==> config.mk <==
export PLATFORM = sky130hd
export DESIGN_NAME = serial_nibble_rx
export DESIGN_NICKNAME = d
export VERILOG_FILES = /design/src/rtl/serial_nibble_rx.sv
export SDC_FILE = /design/constraint.sdc
export NUM_CORES = 1
export LEC_CHECK = 0
export ABC_CLOCK_PERIOD_IN_PS = 1850
export CORE_MARGIN = 2
export CORE_UTILIZATION = 25
export DETAILED_ROUTE_END_ITERATION = 10
export PLACE_DENSITY_LB_ADDON = 0.2
export REMOVE_ABC_BUFFERS = 1
export SLEW_MARGIN = 20
export SYNTH_ARGS = -nofsm -noshare
export SYNTH_HDL_FRONTEND = slang
export SYNTH_SLANG_ARGS = --single-unit
==> constraint.sdc <==
create_clock -name clk -period 1.85 [get_ports clk]
set_input_delay 0.185 -clock clk [delete_from_list [all_inputs] [get_ports clk]]
set_output_delay 0.185 -clock clk [all_outputs]
set_load 0.01 [all_outputs]
==> src/rtl/serial_nibble_rx.sv <==
// Framed serial receiver: start, 4 data bits (LSB = first), optional parity, stop -> 4-bit word on a..d.
// Latency: word/error pulses appear on the edge ending the stop-bit cycle (7 cycles per frame, 6 without parity).
// Backpressure: one-word valid/ready holding slot; a good word arriving while the slot is held and not draining is dropped with an overrun pulse.
module serial_nibble_rx #(
  parameter bit PARITY_EN = 1'b1,
  parameter bit ODD       = 1'b1
) (
  input  logic       clk,
  input  logic       areset_n,
  input  logic       in,
  input  logic       out_ready,
  output logic       out_valid,
  output logic       a,
  output logic       b,
  output logic       c,
  output logic       d,
  output logic       frame_err,
  output logic       parity_err,
  output logic       overrun,
  output logic [7:0] err_count
);

  typedef enum logic [2:0] {
    st_idle,
    st_data,
    st_parity,
    st_stop,
    st_wait
  } state_t;

  state_t     state;
  logic [1:0] bit_idx;
  logic [3:0] shreg;
  logic       par_bit;

  logic       parity_ok;
  logic       stop_cycle;
  logic       fe_set;
  logic       pe_set;
  logic       deliver;
  logic       load_word;
  logic       ov_set;
  logic       err_evt;
  logic       xfer;

  // Stop-cycle resolution: frame error outranks parity error; good words either load or overrun.
  always_comb begin
    parity_ok  = 1'b1;
    if (PARITY_EN) begin
      parity_ok = ((^shreg) ^ par_bit) == ODD;
    end
    stop_cycle = (state == st_stop);
    fe_set     = stop_cycle && !in;
    pe_set     = stop_cycle && in && !parity_ok;
    deliver    = stop_cycle && in && parity_ok;
    xfer       = out_valid && out_ready;
    load_word  = deliver && (!out_valid || out_ready);
    ov_set     = deliver && out_valid && !out_ready;
    err_evt    = fe_set || pe_set || ov_set;
  end

  // Frame FSM plus registered output slot, error pulses and saturating error counter.
  always_ff @(posedge clk or negedge areset_n) begin
    if (!areset_n) begin
      state      <= st_idle;
      bit_idx    <= 2'd0;
      shreg      <= 4'd0;
      par_bit    <= 1'b0;
      out_valid  <= 1'b0;
      a          <= 1'b0;
      b          <= 1'b0;
      c          <= 1'b0;
      d          <= 1'b0;
      frame_err  <= 1'b0;
      parity_err <= 1'b0;
      overrun    <= 1'b0;
      err_count  <= 8'd0;
    end else begin
      // frame sequencing
      case (state)
        st_idle: begin
          if (!in) begin
            state   <= st_data;
            bit_idx <= 2'd0;
          end
        end
        st_data: begin
          shreg[bit_idx] <= in;
          bit_idx        <= bit_idx + 2'd1;
          if (bit_idx == 2'd3) begin
            state <= PARITY_EN ? st_parity : st_stop;
          end
        end
        st_parity: begin
          par_bit <= in;
          state   <= st_stop;
        end
        st_stop: begin
          // a low stop bit means we may be mid-garbage; wait for the line to idle
          state <= in ? st_idle : st_wait;
        end
        st_wait: begin
          if (in) begin
            state <= st_idle;
          end
        end
        default: state <= st_idle;
      endcase

      // output slot: load on delivery when free or draining, otherwise clear on transfer
      if (load_word) begin
        out_valid <= 1'b1;
        a         <= shreg[0];
        b         <= shreg[1];
        c         <= shreg[2];
        d         <= shreg[3];
      end else if (xfer) begin
        out_valid <= 1'b0;
      end

      // single-cycle error pulses
      frame_err  <= fe_set;
      parity_err <= pe_set;
      overrun    <= ov_set;

      // at most one error source fires per cycle, so +1 is enough
      if (err_evt && (err_count != 8'hff)) begin
        err_count <= err_count + 8'd1;
      end
    end
  end

endmodule

## After elaboration in Yosys (flattened, before gate mapping)

Index checks and enable logic that the tools add are counted.
W data, S select, Z words.

| storage, ports and cells | value |
|---|---|
| register bits after elaboration | 26 |
| latch bits | 0 |
| bits in writable memories | 0 |
| memory bits (read-only) | 0 |
| bits of input ports | 4 |
| output and inout port bits | 16 |
| logic and storage cells | 62 |
| memories | 0 |

| cells by class | value |
|---|---|
| add/subtract/negate cells | 2 |
| multipliers | 0 |
| div/mod/pow operators | 0 |
| $lt $le $gt $ge | 2 |
| eq/ne operators | 9 |
| shift-type cells | 0 |
| multiplexer cells | 12 |
| bitwise gates (word level) | 1 |
| reductions and logical operators | 23 |

Operator list:

| operator | number |
|---|---|
| $pmux W3 S5 | 1 |
| $mux W3 | 4 |
| $logic_and A1 B1 Y1 | 10 |
| $add A8 B1 Y8 const B | 1 |
| $ne A8 B8 Y1 const B | 1 |
| $eq A3 B2 Y1 const B | 2 |
| $ne A2 B2 Y1 const B | 3 |
| $bwmux W4 | 1 |
| $logic_not A1 Y1 | 4 |
| $pmux W2 S2 | 1 |
| $reduce_bool A2 Y1 | 2 |
| $reduce_xor A4 Y1 | 1 |
| $eq A3 B1 Y1 const B | 1 |
| $eq A3 B3 Y1 const B | 1 |
| $logic_not A3 Y1 | 1 |
| $logic_or A1 B1 Y1 | 3 |
| $lt A2 B3 Y1 const B | 1 |
| $mux W1 | 3 |
| $reduce_and A3 Y1 | 1 |
| $add A2 B1 Y2 const B | 1 |
| $demux W1 S2 | 1 |
| $eq A2 B2 Y1 const B | 1 |
| $ge A2 B1 Y1 const B | 1 |
| $mux W2 | 1 |
| 2 further kinds | 2 |

## Longest topological paths before layout

Gate-level depths: netlist of run 1.

| depth | value |
|---|---|
| depth in word-level cells | 7 |
| mapped depth | 5 |
| mapped depth without buffers | 5 |

## Worst setup path after synthesis of run 1

Ideal clock, no wire load.

| timing path | value |
|---|---|
| path kind | register -> register |
| start point | reg shreg[1] |
| end point | reg a |
| setup time | 0.125 ns |
| arrival time | 1.519 ns |
| required time | 1.725 ns |
| slack | 0.207 ns |
| cell stages (with the launch flop) | 5 |
| buffers on the path | 0 |
| period minus slack after synthesis | 1.643 ns |
| cells stage by stage | dfrtp_1 > xnor3_2 > xnor2_4 > nand4_4 > mux2_2 |

| on the way | value |
|---|---|
| cells in the longest elaborated chain, start to end | 4 |

RTL lines:

| what | line | text |
|---|---|---|
| start: declaration | 33 | `logic [3:0] shreg;` |
| start signal: indexed assignment | 88 | `shreg[bit_idx] <= in;` |
| $reduce_xor A4 Y1 | 50 | `parity_ok = ((^shreg) ^ par_bit) == ODD;` |
| $xor A1 B1 Y1 | 50 |  |
| $logic_and A1 B1 Y1 | 55 | `deliver = stop_cycle && in && parity_ok;` |
| $logic_and A1 B1 Y1 | 57 | `load_word = deliver && (!out_valid \|\| out_ready);` |
| end signal: assignment | 113 | `a <= shreg[0];` |
| end: declaration | 13 | `output logic a,` |

No other way between the ends.
A chain may end at the register's enable or synchronous reset.

## Final worst setup path of run 1

| timing path | value |
|---|---|
| start point | reg shreg[3] |
| end point | reg a |

Same word-level chain as after synthesis.

==> results of run 1 <==
==> final cells by class <==
| class | count | area [um^2] |
|---|---|---|
| Tap cell | 70 | 87.58 |
| Clock inverter | 1 | 30.03 |
| Timing Repair Buffer | 26 | 242.7 |
| Sequential cell | 26 | 650.6 |
| Clock buffer | 3 | 41.29 |
| Inverter | 4 | 15.01 |
| Fill cell | 506 | 3354 |
| Multi-Input combinational cell | 79 | 620.6 |
==> kinds of logic (layout without fill, tap and decap cells) <==
| group | count (synthesis) | count (layout) |
|---|---|---|
| AOI/OAI and AO/OA | 19 | 19 |
| xor gates and xnor gates | 9 | 9 |
| adders and majority gates | 5 | 5 |
| buffers and inverters | 7 | 34 |
| DFF | 26 | 26 |
| muxes | 10 | 10 |
| and+or+nand+nor | 36 | 36 |
==> routing by layer <==
| metal | GRT usage [%] | up-vias | wire [um] | part of all wire (%) |
|---|---|---|---|---|
| met5 | 0 | - | 0 | 0 |
| met4 | 4.364 | 0 | 34 | 1.3 |
| met3 | 1.659 | 2 | 50 | 2.0 |
| met2 | 15.54 | 8 | 1280 | 51 |
| met1 | 12.41 | 431 | 1164 | 46 |
| li1 | - | 445 | - | - |
==> flip-flops by register name, summed over array words and instances, names as in the netlist <==
| signal | count |
|---|---|
| err_count | 8 |
| shreg | 4 |
| state | 3 |
| bit_idx | 2 |
| a | 1 |
| b | 1 |
| c | 1 |
| d | 1 |
| frame_err | 1 |
| out_valid | 1 |
| overrun | 1 |
| par_bit | 1 |
| parity_err | 1 |
==> layout by cell type (no fill, tap or decap), drive strengths merged <==
cell	count
and3	2
and3b	1
o21ai	3
dfrtp	26
o211ai	3
clkdlybuf4s50	19
inv	4
mux2	9
nand3	4
o31ai	1
nand3b	1
o22a	1
nand2	11
clkbuf	3
bufinv	1
xnor3	1
xor2	7
a211o	1
ha	5
a21oi	6
a211oi	2
xnor2	1
a2111oi	1
nand2b	3
nand4	2
nor2	10
buf	7
and2	2
mux2i	1
a22o	1
==> how the worst max path moves through the flow <==
stage / start / end / slack [ns] / depth (start not counted)
2_1_floorplan: shreg[1] / a / 0.21 / 4
3_3_place_gp: shreg[1] / a / 0.13 / 4
3_5_place_dp: shreg[1] / a / 0.08 / 4
4_1_cts: shreg[1] / a / 0.06 / 4
5_1_grt: shreg[3] / a / -0.008 / 4
6_report: shreg[3] / a / 0.06 / 4
==> critical path, stage by stage, from the launching register on <==
cell and delay (ns):
dfrtp_1 0.39, xnor3_2 0.48, xnor2_4 0.34, nand4_4 0.17
mux2_2 0.30
==> stage by stage <==
stage	setup slack, ns	setup TNS, ns	instances	hold slack [ns]	utilization (%)
6_report	0.06496	0	209	0.2635	33.47
5_1_grt	-0.008446	-0.02603	209	0.3091	33.47
4_1_cts	0.06418	0	207	0.2879	33.08
3_5_place_dp	0.08161	0	203	0.4828	31.66
3_3_place_gp	0.1257	0	203	0.4810	31.66
2_1_floorplan	0.2067	0	109	-0.1106	-
==> report_power, final <==
part           internal (W)  switching (W)  total (W)
registers          0.000795       0.000238    0.00103
clock network      0.000289       0.000184   0.000474
logic              0.000890       0.000807    0.00170
==> timing repair <==
action	in CTS	in global routing
resized for setup	0	1
setup buffers	0	2
endpoints found under the setup margin	0	4
==> results by group, run 1 <==
Outcome
  – Status: complete, no violations

Synthesis
  – Register area share after synthesis: 50.24%
  – Syn avg cell area: 11.56 um^2
  – Compound-Gate Fraction of Synth Area: 10.43%
  – Top FF cell, synth: dfrtp_1
  – Cell accounting for the most synthesized area: dfrtp_1
  – Synth Instances: 112
  – Mapped Area: 1295 um^2
  – Synth Register Bits: 26
  – Ys async rst share: 100.0%
  – Top post-synthesis cells by area: dfrtp_1 (50%), mux2_2 (7.8%), ha_1 (4.8%)
  – Largest family of logic cells by synthesized area: simple AND/OR/NAND/NOR gates
  – Most common cell in the netlist: dfrtp_1
  – Synth cell types: 31
  – Post-synthesis adder-cell area fraction: 4.831%
  – Post-synth EDFFs: 0
  – Number of warnings issued by yosys: 0
  – Simple-Gate Fraction of Synth Area: 14.40%
  – Commonest cells in the netlist: dfrtp_1 (26), nand2_1 (11), nor2_1 (10)
  – Synth top area share: 50.24%
  – Xor and xnor area share after synthesis: 9.275%
  – Post-synthesis mux area share: 8.599%

Setup path
  – Reg-to-Reg End: a
  – CP Capture Type: flop
  – CP Max Fanout: 8
  – WP data required: 2.02 ns
  – Critical path arrival: 1.95 ns
  – Worst R2R Start: shreg[3]
  – Kind of critical path: reg2reg
  – Path depth of the worst reg2reg path: 4
  – Reg2reg setup slack: 0.06 ns
  – CP Launch Type: flop

Power
  – Pwr Total: 0.003204 W
  – Lkg Pwr: 0.7279 nW
  – PwrDens: 1898 nW/um^2
  – Worst VDD drop: 0.5930 mV

Drt
  – Final WL: 2.529 mm
  – Detailed Routing Iterations Pass 1: 3
  – Via-to-Cell Ratio: 4.239
  – Residual DRC: 0
  – Post-route ant nets: 0
  – Detailed Route Iter0 Violations: 64
  – DR WL/cell: 12.10 um
  – Routed vias: 886

Placement
  – GP Congestion: 0.7660
  – Port bufs: 19
  – Area of placed instances: 1597 um^2
  – Hpwl dp: 1.859 mm

Final layout
  – Fin area: 1688 um^2
  – Final net count: 149
  – Layout cells sized above 1: 19.42%
  – Inserted Diodes: 0
  – Area Growth Syn to Fin: 30.34%

STA
  – Fmax: 560.2 MHz
  – Final setup fails: 0
  – Unrepaired setup endpoints after global routing: yes
  – Slew Viols, Final: 0
  – Tmin final: 1.785 ns
  – Relative slew slack: 76.29%
  – Ratio of final minimum period to clock period: 96.49%
  – Clock skew: 0.009452 ns
  – Worst Tran Pin Value: 0.3543 ns
  – Number of hold violations in the final report: 0

Clock tree
  – Clock Latency Late Sink: 0.27 ns
  – CTS Buf Count: 3
  – CTS sink count: 26
  – H-tree levels: 1
  – Root Buffer: clkbuf_8
  – Clk slew on worst S/H paths: 0.10 ns
  – Cts-stage hold buffer count: 0
  – Clk buf depth: 2
  – CTS tree: built

Floorplan
  – Initial Utilization: 25.68%
  – Ports: 20
  – DIE AREA: 5771 um^2
  – Die height: 75.97 um
  – Core Area: 5042 um^2
  – Row count: 26
  – Die W: 75.97 um

Worst hold path
  – Hold WC Path Type: in2async

GRT
  – Largest net degree at the start of global routing: 27
  – Vias in the first global route: 881
  – Gr ovfl total: 0
  – Total track usage: 9.529%
  – First-pass GRT wire length: 4.429 mm
  – Antenna violations before repair: 0

Job
  – Maxcap violations: 0
(Power assumes the default switching activity.)
==> run 2: changes to the inputs <==
==> constraint.sdc (replaced) <==
create_clock -name clk -period 1.85 [get_ports clk]
set_input_delay 0.37 -clock clk [delete_from_list [all_inputs] [get_ports clk]]
set_output_delay 0.37 -clock clk [all_outputs]
set_load 0.01 [all_outputs]
==> results by group, run 2 (synthesized netlist as in run 1, its figures left out) <==
Outcome
  – Status: complete, no violations

STA
  – Final setup fails: 0
  – Clock skew: 0.004847 ns
  – Ratio of final minimum period to clock period: 96.51%
  – Worst Tran Pin Value: 0.3499 ns
  – Unrepaired setup endpoints after global routing: yes
  – Number of hold violations in the final report: 0
  – Fmax: 560.1 MHz
  – Relative slew slack: 76.67%
  – Slew Viols, Final: 0
  – Tmin final: 1.785 ns
  – WHS: 0.4614 ns
  – Worst setup margin: 0.06455 ns

Drt
  – Post-route ant nets: 0
  – Detailed Route Iter0 Violations: 20
  – Routed vias: 879
  – Residual DRC: 0
  – Via-to-Cell Ratio: 4.166
  – Final WL: 2.429 mm
  – DR WL/cell: 11.51 um
  – Detailed Routing Iterations Pass 1: 3

Setup path
  – Critical path arrival: 1.94 ns
  – Reg-to-Reg End: b
  – Worst R2R Start: shreg[3]
  – Buffer and inverter count on the worst path: 0
  – CP Capture Type: flop
  – CP top delay family: XOR/XNOR gates
  – CP Launch Type: flop
  – Slowest CP cell: xnor3_2
  – WP data required: 2.01 ns
  – Reg2reg setup slack: 0.06 ns
  – CP max stage delay: 0.48 ns
  – Path depth of the worst reg2reg path: 4
  – Crit-path cells: xnor3_2, xnor2_4, nand4_4, mux2_2
  – Kind of critical path: reg2reg
  – CP Max Fanout: 8

Placement
  – Hpwl dp: 1.813 mm
  – Port bufs: 19
  – GP Congestion: 0.7647
  – DP Worst Slack: -0.004623 ns

Clock tree
  – Clock Latency Late Sink: 0.27 ns
  – CTS sink count: 26
  – CTS Buf Count: 3
  – Clk buf depth: 2
  – Cts-stage hold buffer count: 0
  – Clk slew on worst S/H paths: 0.09 ns
  – Root Buffer: clkbuf_8
  – H-tree levels: 1
  – CTS tree: built

Floorplan
  – Initial Utilization: 25.68%
  – Ports: 20
  – DIE AREA: 5771 um^2
  – Die W: 75.97 um
  – Row count: 26
  – Die height: 75.97 um
  – Core Area: 5042 um^2

GRT
  – Gr ovfl total: 0
  – Antenna violations before repair: 0
  – Largest net degree at the start of global routing: 27
  – First-pass GRT wire length: 4.305 mm
  – Total track usage: 9.275%
  – Vias in the first global route: 923

Power
  – Lkg Pwr: 0.7316 nW
  – PwrDens: 1869 nW/um^2
  – Worst VDD drop: 0.6097 mV

Worst hold path
  – Hold WC Path Type: in2async

Final layout
  – Largest Register: err_count
  – Final net count: 151
  – Most common cell after layout, fill and taps aside: dfrtp_1
  – Most frequent cells in the layout: dfrtp_1 (26), clkdlybuf4s50_1 (19), nand2_1 (11)
  – Top flop regs: err_count (8), shreg (4), state (3)
  – Area Growth Syn to Fin: 30.82%
  – Layout filler cell count: 509
  – Max FFs per register: 8
  – Inserted Diodes: 0
  – Layout cells sized above 1: 19.86%

Job
  – Maxcap violations: 0
## run 2: per-stage QoR
step	total power, W	util, %	setup TNS [ns]	cell area (um^2)	instances
global placement	0.002601	31.96	0	1612	205
floorplan	0.002075	-	0	1281	109
detailed placement	0.002628	31.96	-0.007109	1612	205
CTS	0.003010	33.05	0	1667	209
global route	0.003419	33.60	-0.06445	1694	211
finish	0.003167	33.60	0	1694	211
## run 2: cell type report
cell class | instances | area, um^2 | area share (%)
Sequential cell | 26 | 650.6 | 38.40
Multi-Input combinational cell | 79 | 628.1 | 37.08
Timing Repair Buffer | 28 | 257.7 | 15.21
Tap cell | 70 | 87.58 | 5.170
Clock buffer | 4 | 55.05 | 3.250
Inverter | 4 | 15.01 | 0.8863
## run 2: layer usage
metal	global-route usage (%)	share of wire (%)	wire length, um
met3	2.014	1.8	44
met5	0	0	0
met2	15.00	48	1165
met4	4.364	1.7	41
met1	11.88	48	1177
## run 2: how the worst max path moves through the flow
stage | cells past startpoint | startpoint | slack, ns | endpoint
after floorplan | 4 | shreg[1] | 0.21 | a
after global placement | 5 | out_ready | 0.02 | err_count[1]
after detailed placement | 5 | out_ready | -0.005 | err_count[1]
after CTS | 4 | shreg[1] | 0.03 | b
after global routing | 4 | shreg[3] | -0.03 | b
final | 4 | shreg[3] | 0.06 | b
## run 2: power by group
group / internal, W / switching (W) / leakage (nW)
Combinational: 0.000932 / 0.000841 / 0.392
Clock: 0.000190 / 0.000181 / 0.0288
Sequential: 0.000796 / 0.000227 / 0.311
## run 2: repair_timing
action | in CTS | in global routing
resized for setup | 0 | 1
setup endpoints to repair | 0 | 4
setup buffers | 0 | 2
endpoints found under the hold margin | 0 | 0
==> run 3: changes to the inputs <==
--- a/config.mk
+++ b/config.mk
@@ -7,7 +7,7 @@
 export LEC_CHECK = 0
 export ABC_CLOCK_PERIOD_IN_PS = 1850
 export CORE_MARGIN = 2
-export CORE_UTILIZATION = 25
+export CORE_UTILIZATION = 52
 export DETAILED_ROUTE_END_ITERATION = 10
 export PLACE_DENSITY_LB_ADDON = 0.2
 export REMOVE_ABC_BUFFERS = 1
==> results by group, run 3 (synthesized netlist as in run 1, its figures left out) <==
Outcome
  – Status: complete, no violations

STA
  – Setup_tns: 0 ns
  – Fmax: 559.9 MHz
  – Number of hold violations in the final report: 0
  – Final setup fails: 0
  – Worst Tran Pin Value: 0.3677 ns
  – Slew Viols, Final: 0
  – WHS: 0.3950 ns
  – Clock skew: 0.004631 ns
  – Unrepaired setup endpoints after global routing: no
  – Relative slew slack: 75.39%
  – Tmin final: 1.786 ns
  – Ratio of final minimum period to clock period: 96.55%

Power
  – Comb power frac: 57.8%
  – Worst VDD drop: 1.150 mV
  – Sequential share of power: 34.3%
  – Switching portion of total power: 39.73%
  – Clock share of power: 7.9%
  – PwrDens: 1898 nW/um^2
  – Net switching power figure: 0.001200 W
  – Lkg Pwr: 0.7101 nW
  – Int Power: 0.001820 W

Clock tree
  – CTS sink count: 26
  – CTS Buf Count: 3
  – CTS tree: built
  – Post-CTS Setup Inserts: 0
  – Cts-stage hold buffer count: 0
  – Clk slew on worst S/H paths: 0.13 ns
  – Root Buffer: clkbuf_4
  – Clk buf depth: 2
  – H-tree levels: 1
  – Clock Latency Late Sink: 0.32 ns
  – Post-CTS sizing: 0

Drt
  – Via-to-Cell Ratio: 5.361
  – Residual DRC: 0
  – Detailed Route Iter0 Violations: 8
  – Detailed Routing Iterations Pass 1: 3
  – Metal1 wirelength: 1.152 mm
  – Routed vias: 906
  – Post-route ant nets: 0
  – Met3 WL post-DR: 82 um
  – Final WL: 2.321 mm
  – Top sig layer: met4
  – DR WL/cell: 13.73 um
  – Met2 routed WL: 1.037 mm

Setup path
  – Critical path arrival: 2.04 ns
  – CP Capture Type: flop
  – Worst R2R Start: shreg[3]
  – CP max stage delay: 0.47 ns
  – CP Launch Type: flop
  – WP data required: 2.11 ns
  – CP top delay family: XOR/XNOR gates
  – Crit-path cells: xnor3_2, xnor2_4, buf_4, a2111oi_2, xor2_1
  – Crit path from: shreg[3]
  – Buffer and inverter count on the worst path: 1
  – Slowest CP cell: xnor3_2
  – CP Max Fanout: 7
  – Kind of critical path: reg2reg

GRT
  – Largest net degree at the start of global routing: 27
  – Gr ovfl total: 0
  – Vias in the first global route: 822
  – Total track usage: 17.88%
  – First-pass GRT wire length: 3.643 mm
  – Antenna violations before repair: 0

Placement
  – GP Congestion: 0.7827
  – Placed cells: 163
  – Hpwl dp: 1.717 mm
  – Area of placed instances: 1546 um^2
  – Port bufs: 19

Final layout
  – Largest Register: err_count
  – Most common cell after layout, fill and taps aside: dfrtp_1
  – Register Area: 650.6 um^2
  – Fin area: 1592 um^2
  – Most frequent cells in the layout: dfrtp_1 (26), clkdlybuf4s50_1 (19), nand2_1 (11)
  – Top flop regs: err_count (8), shreg (4), state (3)
  – Final net count: 150
  – Final cell count without fillers: 169
  – Area Growth Syn to Fin: 22.90%
  – Multi-input logic area: 615.6 um^2
  – Max FFs per register: 8
  – Layout cells sized above 1: 18.71%
  – Inserted Diodes: 0
  – Layout filler cell count: 203

Floorplan
  – Die height: 53.91 um
  – Ports: 20
  – Core Area: 2410 um^2
  – Row count: 18
  – Initial Utilization: 53.74%
  – DIE AREA: 2906 um^2
  – Die W: 53.91 um

Job
  – Maxcap violations: 0

Worst hold path
  – Hold WC Path Type: in2async
[run 3: cell count changes in the layout (fill, tap and decap cells not counted)]
| cell | delta |
|---|---|
| a2111oi_4 | -1 |
| buf_4 | -1 |
| clkbuf_8 | -4 |
| clkbuf_4 | +3 |
| a2111oi_2 | +1 |
[run 3: through the flow]
step | power (W) | setup slack (ns) | utilization, %
finish | 0.003020 | 0.06384 | 66.04
global placement | 0.002507 | 0.03980 | 64.17
global route | 0.003239 | 0.01134 | 66.04
CTS | 0.002816 | 0.04667 | 65.11
floorplan | 0.002075 | 0.2067 | -
detailed placement | 0.002578 | 0.0001232 | 64.17
[run 3: worst paths after layout]
check                                    end  slack, ns  cells past startpoint
max in group asynchronous         bit_idx[0]       1.21                      2
worst min register to register             a       0.52                      1
worst max-delay path            err_count[5]       0.06                      5
min in group clk                           a       0.52                      1
worst max register to register  err_count[5]       0.06                      5
worst min-delay path              parity_err       0.39                      2
[run 3: layer usage]
metal	global-route usage [%]	vias up
met1	24.50	444
li1	-	440
met3	2.778	5
met4	10.26	0
met2	26.83	17
met5	0	-
[run 3: layout make-up]
cell class | count | area share, %
clock buffer | 3 | 1.415
multi-input combinational | 79 | 38.68
tap | 30 | 2.358
sequential | 26 | 40.88
inverter | 4 | 0.9434
timing repair buffer | 27 | 15.72
[run 3: power groups by stage]
stage	combinational [W]	sequential [W]	clock, W
2_1_floorplan	0.00102	0.00105	0
3_3_place_gp	0.00148	0.00103	0
3_5_place_dp	0.00152	0.00105	0
4_1_cts	0.00153	0.00104	0.000249
5_1_grt	0.00189	0.00108	0.000268
6_report	0.00174	0.00104	0.000238
